<file path="src/rtl/rf_dump_reader_pkg.sv">
// Shared types for the register-file dump reader: FSM state encoding,
// the captured beat layout and the checksum fold helper.
package rf_dump_reader_pkg;

  localparam int WD  = 32;
  localparam int SEL = 5;

  typedef enum logic [1:0] {
    RD_IDLE = 2'd0,
    RD_READ = 2'd1,
    RD_SEND = 2'd2,
    RD_DONE = 2'd3
  } rd_state_e;

  // One beat as held between READ capture and the stream handshake.
  typedef struct packed {
    logic [WD-1:0] data1;
    logic [WD-1:0] data0;
    logic          lane1_vld;
    logic          last;
  } beat_t;

  // Checksum contribution of one beat: lane0 always, lane1 only when it
  // holds a real register (single-register tail beats repeat lane0).
  function automatic logic [WD-1:0] beat_fold(input beat_t b);
    logic [WD-1:0] upper;
    if (b.lane1_vld) begin
      upper = b.data1;
    end else begin
      upper = {WD{1'b0}};
    end
    return b.data0 ^ upper;
  endfunction

endpackage

</file>
<file path="src/rtl/rf_dump_addr_gen.sv">
// Address generator for the dump sweep: holds the current register index
// and the latched last index one bit wider than the address, so a range
// ending at the top register never wraps back to zero.
module rf_dump_addr_gen #(
  parameter int SEL = rf_dump_reader_pkg::SEL
) (
  input  logic           clk,
  input  logic           reset,
  input  logic           load,
  input  logic           step,
  input  logic [SEL-1:0] first_reg,
  input  logic [SEL-1:0] last_reg,
  output logic           range_ok,
  output logic [SEL-1:0] rd_reg_1,
  output logic [SEL-1:0] rd_reg_2,
  output logic           lane1_vld,
  output logic           is_last
);
  import rf_dump_reader_pkg::*;

  localparam logic [SEL:0] ONE   = (SEL+1)'(32'd1);
  localparam logic [SEL:0] TWO   = (SEL+1)'(32'd2);
  localparam logic [SEL:0] THREE = (SEL+1)'(32'd3);

  logic [SEL:0] cur_r;
  logic [SEL:0] last_r;
  logic [SEL:0] rd2_r;
  logic [SEL:0] first_ext;
  logic [SEL:0] last_ext;
  logic [SEL:0] cur_plus2;
  logic [SEL:0] load_rd2;
  logic [SEL:0] step_rd2;

  assign first_ext = {1'b0, first_reg};
  assign last_ext  = {1'b0, last_reg};
  assign range_ok  = (first_ext <= last_ext);
  assign cur_plus2 = cur_r + TWO;

  // Second read port follows cur+1, except on a lone final register where it repeats cur.
  always_comb begin
    load_rd2 = first_ext + ONE;
    step_rd2 = cur_r + THREE;
    if (first_ext == last_ext) begin
      load_rd2 = first_ext;
    end else begin
      load_rd2 = first_ext + ONE;
    end
    if (cur_plus2 == last_r) begin
      step_rd2 = cur_plus2;
    end else begin
      step_rd2 = cur_r + THREE;
    end
  end

  // Range registers: loaded on accepted start, advanced by two per accepted non-final beat.
  always_ff @(posedge clk or negedge reset) begin
    if (!reset) begin
      cur_r  <= {(SEL+1){1'b0}};
      last_r <= {(SEL+1){1'b0}};
      rd2_r  <= {(SEL+1){1'b0}};
    end else if (load) begin
      cur_r  <= first_ext;
      last_r <= last_ext;
      rd2_r  <= load_rd2;
    end else if (step) begin
      cur_r  <= cur_plus2;
      last_r <= last_r;
      rd2_r  <= step_rd2;
    end else begin
      cur_r  <= cur_r;
      last_r <= last_r;
      rd2_r  <= rd2_r;
    end
  end

  assign rd_reg_1  = cur_r[SEL-1:0];
  assign rd_reg_2  = rd2_r[SEL-1:0];
  assign lane1_vld = (cur_r != last_r);
  assign is_last   = ((cur_r + ONE) >= last_r);

endmodule

</file>
<file path="src/rtl/rf_dump_reader.sv">
// Register-file dump reader: sweeps a register range through both read
// ports two registers per beat, streams each beat on valid/ready and
// keeps an XOR checksum of every emitted register word.
module rf_dump_reader #(
  parameter int WD  = rf_dump_reader_pkg::WD,
  parameter int SEL = rf_dump_reader_pkg::SEL,
  parameter logic [WD-1:0] CHK_SEED = {WD{1'b0}}
) (
  input  logic            clk,
  input  logic            reset,
  input  logic            start_i,
  input  logic [SEL-1:0]  first_reg_i,
  input  logic [SEL-1:0]  last_reg_i,
  output logic            busy_o,
  output logic            done_o,
  output logic [SEL-1:0]  rd_reg_1_o,
  output logic [SEL-1:0]  rd_reg_2_o,
  input  logic [WD-1:0]   rd_data_1_i,
  input  logic [WD-1:0]   rd_data_2_i,
  output logic            beat_valid_o,
  input  logic            beat_ready_i,
  output logic [2*WD-1:0] beat_data_o,
  output logic            beat_lane1_vld_o,
  output logic            beat_last_o,
  output logic [WD-1:0]   checksum_o
);
  import rf_dump_reader_pkg::*;

  rd_state_e     state_r;
  rd_state_e     state_nxt;
  beat_t         beat_r;
  logic [WD-1:0] checksum_r;
  logic          busy_r;
  logic          done_r;
  logic          valid_r;
  logic          busy_nxt;
  logic          done_nxt;
  logic          valid_nxt;

  logic          accept_start;
  logic          handshake;
  logic          range_ok;
  logic          load;
  logic          step;
  logic          lane1_vld;
  logic          is_last;

  assign accept_start = (state_r == RD_IDLE) && start_i;
  assign handshake    = (state_r == RD_SEND) && beat_ready_i;
  assign load         = accept_start && range_ok;
  assign step         = handshake && !beat_r.last;

  rf_dump_addr_gen #(
    .SEL(SEL)
  ) u_addr_gen (
    .clk       (clk),
    .reset     (reset),
    .load      (load),
    .step      (step),
    .first_reg (first_reg_i),
    .last_reg  (last_reg_i),
    .range_ok  (range_ok),
    .rd_reg_1  (rd_reg_1_o),
    .rd_reg_2  (rd_reg_2_o),
    .lane1_vld (lane1_vld),
    .is_last   (is_last)
  );

  // FSM state register.
  always_ff @(posedge clk or negedge reset) begin
    if (!reset) begin
      state_r <= RD_IDLE;
    end else begin
      state_r <= state_nxt;
    end
  end

  // Next-state logic; an empty range goes straight to DONE without beats.
  always_comb begin
    state_nxt = state_r;
    case (state_r)
      RD_IDLE: begin
        if (start_i) begin
          if (range_ok) begin
            state_nxt = RD_READ;
          end else begin
            state_nxt = RD_DONE;
          end
        end else begin
          state_nxt = RD_IDLE;
        end
      end
      RD_READ: state_nxt = RD_SEND;
      RD_SEND: begin
        if (beat_ready_i) begin
          if (beat_r.last) begin
            state_nxt = RD_DONE;
          end else begin
            state_nxt = RD_READ;
          end
        end else begin
          state_nxt = RD_SEND;
        end
      end
      RD_DONE: state_nxt = RD_IDLE;
      default: state_nxt = RD_IDLE;
    endcase
  end

  // Output decode from the upcoming state so the status flags come out of flops.
  always_comb begin
    busy_nxt  = 1'b0;
    done_nxt  = 1'b0;
    valid_nxt = 1'b0;
    case (state_nxt)
      RD_IDLE: begin
        busy_nxt  = 1'b0;
        done_nxt  = 1'b0;
        valid_nxt = 1'b0;
      end
      RD_READ: begin
        busy_nxt  = 1'b1;
        done_nxt  = 1'b0;
        valid_nxt = 1'b0;
      end
      RD_SEND: begin
        busy_nxt  = 1'b1;
        done_nxt  = 1'b0;
        valid_nxt = 1'b1;
      end
      RD_DONE: begin
        busy_nxt  = 1'b1;
        done_nxt  = 1'b1;
        valid_nxt = 1'b0;
      end
      default: begin
        busy_nxt  = 1'b0;
        done_nxt  = 1'b0;
        valid_nxt = 1'b0;
      end
    endcase
  end

  // Status output flops.
  always_ff @(posedge clk or negedge reset) begin
    if (!reset) begin
      busy_r  <= 1'b0;
      done_r  <= 1'b0;
      valid_r <= 1'b0;
    end else begin
      busy_r  <= busy_nxt;
      done_r  <= done_nxt;
      valid_r <= valid_nxt;
    end
  end

  // Beat register: captures both read ports and flags at the end of READ, then holds.
  always_ff @(posedge clk or negedge reset) begin
    if (!reset) begin
      beat_r <= '{data1: {WD{1'b0}}, data0: {WD{1'b0}}, lane1_vld: 1'b0, last: 1'b0};
    end else if (state_r == RD_READ) begin
      beat_r <= '{data1: rd_data_2_i, data0: rd_data_1_i, lane1_vld: lane1_vld, last: is_last};
    end else begin
      beat_r <= beat_r;
    end
  end

  // Checksum: reseeded on accepted start, folded on each handshake, otherwise held.
  always_ff @(posedge clk or negedge reset) begin
    if (!reset) begin
      checksum_r <= {WD{1'b0}};
    end else if (accept_start) begin
      checksum_r <= CHK_SEED;
    end else if (handshake) begin
      checksum_r <= checksum_r ^ beat_fold(beat_r);
    end else begin
      checksum_r <= checksum_r;
    end
  end

  assign busy_o           = busy_r;
  assign done_o           = done_r;
  assign beat_valid_o     = valid_r;
  assign beat_data_o      = {beat_r.data1, beat_r.data0};
  assign beat_lane1_vld_o = beat_r.lane1_vld;
  assign beat_last_o      = beat_r.last;
  assign checksum_o       = checksum_r;

endmodule

</file>
<file path="config.mk">
export PLATFORM = sky130hd
export DESIGN_NAME = rf_dump_reader
export DESIGN_NICKNAME = d
export VERILOG_FILES = /design/src/rtl/rf_dump_reader_pkg.sv /design/src/rtl/rf_dump_addr_gen.sv /design/src/rtl/rf_dump_reader.sv
export SDC_FILE = /design/constraint.sdc
export NUM_CORES = 1
export LEC_CHECK = 0
export CAP_MARGIN = 20
export CORE_MARGIN = 2
export CORE_UTILIZATION = 48
export DETAILED_ROUTE_END_ITERATION = 8
export PLACE_DENSITY = 0.82
export SLEW_MARGIN = 20
export SYNTH_ARGS = -nofsm -noshare
export SYNTH_HDL_FRONTEND = slang
export SYNTH_HIERARCHICAL = 1
export SYNTH_SLANG_ARGS = --single-unit
</file>
<file path="constraint.sdc">
create_clock -name clk -period 2.9 [get_ports clk]
set_clock_uncertainty 0.05 [all_clocks]
set_input_delay 0.725 -clock clk [delete_from_list [all_inputs] [get_ports clk]]
set_output_delay 0.725 -clock clk [all_outputs]
set_load 0.005 [all_outputs]
</file>
== Word-level counts from Yosys, hierarchy flattened ==
Index checks and enable logic that the tools add are counted.

* Flip-flop bits (word level): 119
* Bits in latches: 0
* Memory bits (writable): 0
* Bits in read-only memories: 0
* Input port bits: 78
* Output and inout bits: 111
* Logic and storage cells: 60
* Memories: 0

* Add/subtract/negate cells: 4
* Multiply operators: 0
* Div/mod/pow operators: 0
* Order comparisons: 2
* Equal/unequal tests: 9
* Shifts and indexed selects: 0
* Multiplexer cells: 19
* Bitwise operators: 2
* Reductions and logical operators: 12

{| class="wikitable"
|+ Operators with widths
! operator !! count
|-
| 2-to-1 mux 32 bit || 5
|-
| XOR 32 bit || 2
|-
| 2-to-1 mux 5 bit || 4
|-
| 2-to-1 mux 6 bit || 2
|-
| OR reduction 3 bit || 3
|-
| equality test 2 bit (second input constant) || 4
|-
| 2-to-1 mux 2 bit || 4
|-
| one-hot mux 2 bit (4 select lines) || 1
|-
| adder 6 x 1 -> 6 bit (second input constant) || 1
|-
| adder 6 x 2 -> 6 bit (second input constant) || 1
|-
| equality test 6 x 5 -> 1 bit || 1
|-
| >= comparator 6 x 5 -> 1 bit || 1
|-
| != test 6 x 5 -> 1 bit || 1
|-
| one-hot mux 1 bit (2 select lines) || 3
|-
| adder 5 x 1 -> 5 bit (second input constant) || 1
|-
| adder 5 x 2 -> 5 bit (second input constant) || 1
|-
| equality test 5 bit || 1
|-
| less-or-equal comparator 5 bit || 1
|-
| equality test 2 x 1 -> 1 bit (second input constant) || 2
|-
| logical AND 1 bit || 4
|-
| zero test 2 bit || 2
|-
| nonzero test 2 bit || 2
|-
| zero test 1 bit || 1
|}

== Logic depth before layout (Yosys ltp) ==
* Word-level depth: 8
* Gate-level depth with buffers: 12
* Depth with buffers taken out: 11

== Cells and area by module ==
Netlist, hierarchy kept.

{| class="wikitable"
|+ By module, submodules not included
! module !! times used !! cells an instance !! area each (um^2) !! sequential area each (um^2)
|-
| rf_dump_reader || 1 || 371 || 4743.3 || 2577.5
|-
| rf_dump_addr_gen || 1 || 164 || 1475.2 || 400.4
|}

== Least setup slack after synthesis ==
No wires, ideal clock.

* Path kind: in2reg
* Start point: input last_reg_i[2]
* End point: register u_addr_gen.cur_r[1]
* Setup time: 136 ps
* Data arrival time: 2486 ps
* Data required time: 2714 ps
* Slack: 228 ps
* Cell stages on the path: 11
* Path buffers: 2
* Path through: inv_1 > ha_1 > a21o_1 > a21oi_1 > nor2b_1 > o31ai_1 > inv_1 > nor2_1 > clkbuf_1 > clkbuf_1 > o21ai_0

* Word-level cells in the longest chain between the ends: 3
* Elaborated cells on any way between the ends: 4
* Those cells by class: 1 x order compare; 1 x mux; 2 x reduce/logical

{| class="wikitable"
|+ RTL lines
! what !! line !! text
|-
| start, declared || rf_dump_reader.sv:13 || <nowiki>input logic [SEL-1:0] last_reg_i,</nowiki>
|-
| less-or-equal comparator 5 bit (*) || rf_dump_addr_gen.sv:36 || <nowiki>assign range_ok = (first_ext <= last_ext);</nowiki>
|-
| net range_ok || rf_dump_reader.sv:42 || <nowiki>logic range_ok;</nowiki>
|-
| logical AND 1 bit (*) || rf_dump_reader.sv:50 || <nowiki>assign load = accept_start && range_ok;</nowiki>
|-
| net load || rf_dump_reader.sv:43 || <nowiki>logic load;</nowiki>
|-
| 2-to-1 mux 6 bit or nonzero test 2 bit (tied branches) || -- ||
|-
| end signal, assigned || rf_dump_addr_gen.sv:58 || <nowiki>cur_r <= {(SEL+1){1'b0}};</nowiki>
|-
| end signal, assigned || rf_dump_addr_gen.sv:62 || <nowiki>cur_r <= first_ext;</nowiki>
|-
| end signal, assigned || rf_dump_addr_gen.sv:66 || <nowiki>cur_r <= cur_plus2;</nowiki>
|-
| end, declared || rf_dump_addr_gen.sv:25 || <nowiki>logic [SEL:0] cur_r;</nowiki>
|}

The timed path passes the listed nets; every way through them passes the cells marked *.
A chain may end at the register's enable or synchronous reset.

== Final worst setup path ==
* Start point: input last_reg_i[2]
* End point: register u_addr_gen.rd2_r[2]

* Word-level cells in the longest chain between the ends: 3
* Elaborated cells on any way between the ends: 6
* Those cells by class: 1 x order compare; 1 x eq/ne; 2 x mux; 2 x reduce/logical

{| class="wikitable"
|+ RTL lines
! what !! line !! text
|-
| less-or-equal comparator 5 bit (*) || rf_dump_addr_gen.sv:36 ||
|-
| net range_ok || rf_dump_reader.sv:42 ||
|-
| logical AND 1 bit (*) || rf_dump_reader.sv:50 ||
|-
| net load || rf_dump_reader.sv:43 ||
|-
| 2-to-1 mux 5 bit or nonzero test 2 bit (tied branches) || -- ||
|-
| end signal, assigned || rf_dump_addr_gen.sv:60 || <nowiki>rd2_r <= {(SEL+1){1'b0}};</nowiki>
|-
| end signal, assigned || rf_dump_addr_gen.sv:64 || <nowiki>rd2_r <= load_rd2;</nowiki>
|-
| end signal, assigned || rf_dump_addr_gen.sv:68 || <nowiki>rd2_r <= step_rd2;</nowiki>
|-
| end, declared || rf_dump_addr_gen.sv:27 || <nowiki>logic [SEL:0] rd2_r;</nowiki>
|}

Marks and branches as above.

==> qor.yml <==
outcome:
  outcome: "finished, final reports clean"
worst_setup_path:
  r2r-start: "u_addr_gen/cur_r[1]"
  worst-setup-path-type: "in -> reg"
  critPathLaunch: "last_reg_i[2]"
  reg2reg_depth: 7
  reg2reg_to: "u_addr_gen/rd2_r[1]"
  critPathRequiredTime_ns: 3.19
  cp-start-kind: "primary input"
  endpoint_kind: "register"
  critical_path_arrival_ns: 3.03
  critPathMaxFanout: 20
  rrSetupSlack_ns: 0.54
logic_synthesis:
  synth_flop_cell: "dfrtp_1"
  avgSynthCellArea_um2: 11.6
  synth_edf_count: 0
  synth.net_count: 629
  yosys_warnings: 6
  yosysTopAreaCell: "dfrtp_1"
  ys_seq_elements: 119
  ys_seq_area_share_pct: 47.9
  synth_most_common_cell: "dfrtp_1"
  netlist_instances: 535
  synthTopCellsByCount: "dfrtp_1, mux2_2, nand2_1, mux2i_1, o21ai_0"
  synth.top_cell.area_share_pct: 47.9
  async_flop_share_pct: 100
  synth.cell_area_um2: 6220
  ys_top_cells_by_area: "dfrtp_1, mux2_2, mux2i_1, and3b_1, a21boi_0"
  ys_types: 45
timing:
  hold_viol_final: 0
  period_needed_ns: 2.74
  timing.final.crit_share_pct: 94.3
  setup_violations: 0
  relSlewSlack_pct: 62.8
  worstMarginPinSlew_ns: 0.557
  fmax_mhz: 365
  rsz0062_at_grt: "no"
  slew_viol_final: 0
  worst_slack_ns: 0.164
  hold-worst-slack_ns: 0.154
routing:
  vias: 4917
  vias_per_cell: 5.39
  drt_iter0_markers: 256
  drc_errors: 0
  wl_per_cell_um: 17.7
  final_antenna_net_count: 0
  first_pass_iters: 4
  wirelength_um: 16100
placed_design:
  dpl.hpwl_um: 11500
  pre_cts_ws_ns: -0.298
  numPortBuffers: 188
  place_congestion: 0.815
  placed_cells: 881
global_routing:
  grt_pass1_vias: 5064
  grt_max_degree: 68
  grt_pass1_wl_um: 26200
  grt-ovfl-total: 0
  grt_usage_pct: 24.2
  antenna_found_initial: 0
layout:
  area_growth_pct: 41.6
  antennaDiodeCount: 0
  drive_above_1_share_pct: 17.3
  final_core_util_pct: 69.8
  final_cells: 912
  layout.nets: 822
floorplanning:
  dieArea_um2: 13900
  pin_count: 189
  core_um2: 12600
  fp.dieW_um: 118
  die_h_um: 118
  std_cell_rows: 41
  initial_core_util_pct: 49.3
power:
  vdd_drop_max_mv: 0.515
  power_leakage_uw: 0.00400
  internal_power_uw: 6570
  p_seq_share_pct: 32.9
  p_sw_share_pct: 33.7
  pwr-share-comb_pct: 46.6
  p_sw_uw: 3330
  p_per_area_nw_per_um2: 1120
  clkPwrFrac_pct: 20.5
clocking:
  clk_pin_slew_ns: 0.05
  cts_max_path_buffers: 2
  cts.sinks: 119
  h-tree-depth: 4
  cts-root-buf: "clkbuf_16"
  cts_tree: "done"
  numCtsBuffers: 17
  clkLatencyLatePin_ns: 0.42
worst_hold_path:
  hold_class: "in -> async"
run:
  cap_violations: 0
==> critical path, cell delays in order <==
cell and delay (ns):
clkdlybuf4s50_1 0.49, inv_1 0.05, ha_1 0.28, a21o_1 0.16
a21oi_1 0.14, nor2b_1 0.06, o31ai_1 0.34, inv_1 0.12
nor2_2 0.20, buf_4 0.25, mux2i_1 0.20
==> repair_timing <==
action | CTS | global route
hold buffers | 0 | 0
buffers inserted | 0 | 0
endpoints found under the hold margin | 0 | 0
endpoints found under the setup margin | 0 | 11
gates resized for setup | 0 | 1
==> registers in the layout (all words and copies together) (netlist names) <==
| register | flops |
|---|---|
| beat_last_o | 1 |
| u_addr_gen/rd2_r | 5 |
| checksum_o | 32 |
| beat_valid_o | 1 |
| u_addr_gen/last_r | 5 |
| beat_lane1_vld_o | 1 |
| beat_data_o | 64 |
| u_addr_gen/cur_r | 6 |
| state_r | 2 |
| busy_o | 1 |
| done_o | 1 |
==> power groups by stage <==
| stage | clock network [uW] | logic, uW | registers, uW |
|---|---|---|---|
| final | 2030 | 4610 | 3260 |
| after global routing | 2140 | 5010 | 3390 |
| after floorplan | 0 | 2690 | 3070 |
| after CTS | 2060 | 4650 | 3260 |
| after global placement | 0 | 4470 | 3200 |
| after detailed placement | 0 | 4590 | 3290 |
==> worst max-delay path by stage <==
stage / to / slack, ns / depth (start not counted)
after floorplan: u_addr_gen/cur_r[1] / 0.23 / 11
after global placement: u_addr_gen/rd2_r[2] / -0.18 / 11
after detailed placement: u_addr_gen/rd2_r[2] / -0.30 / 11
after CTS: u_addr_gen/rd2_r[2] / 0.14 / 11
after global routing: u_addr_gen/rd2_r[2] / 0.003 / 11
final: u_addr_gen/rd2_r[2] / 0.16 / 11
==> metal layers <==
layer | track usage (%) | routed length [um] | vias up
met5 | 0 | 0 | -
met4 | 11.7 | 592 | 0
met3 | 7.75 | 959 | 48
met2 | 40.5 | 7940 | 178
met1 | 28.1 | 6610 | 2416
li1 | - | - | 2275
==> cells in the final DEF, fill, tap and decap left out, types with 6 or more instances in the layout <==
cell type	Yosys	routed
clkdlybuf4s50_1	0	187
dfrtp_1	119	118
mux2_2	67	67
nand2_1	49	49
mux2i_1	40	40
o21ai_0	39	39
and3b_1	33	33
a21boi_0	27	27
buf_4	6	21
clkbuf_16	0	17
ha_1	16	16
inv_1	14	14
xnor2_1	14	14
xor2_1	8	8
nor2_1	8	7
o21ai_1	7	7
a21oi_1	6	6
nand4_1	6	6
==> stage by stage <==
stage,setup TNS [ns],power [uW],cell area [um^2]
global route,0,10500,8810
finish,0,9900,8810
global placement,-2.16,7670,8230
detailed placement,-3.88,7880,8230
CTS,0,9980,8800
floorplan,0,5760,6220
==> kinds of logic (layout without fill, tap and decap cells) <==
kind of cell | count (synthesis) | count (layout) | synth area share (%)
flops | 119 | 119 | 47.9
mux | 107 | 107 | 18.6
buf+inv | 51 | 256 | 5.57
fa+ha+maj | 16 | 16 | 3.22
compound gates | 100 | 100 | 10.3
xor+xnor | 22 | 22 | 3.10
simple gates | 120 | 120 | 11.4
==> layout make-up <==
cell class	count	area [um^2]
clock buffers	22	474
clock inverters	9	100
fillers	941	3810
inverters	14	52.6
multi-input cells	365	2900
flip-flops and latches	119	2980
well taps	172	215
repair buffers	211	2090
No activity file was read; power rests on OpenSTA's default activity.
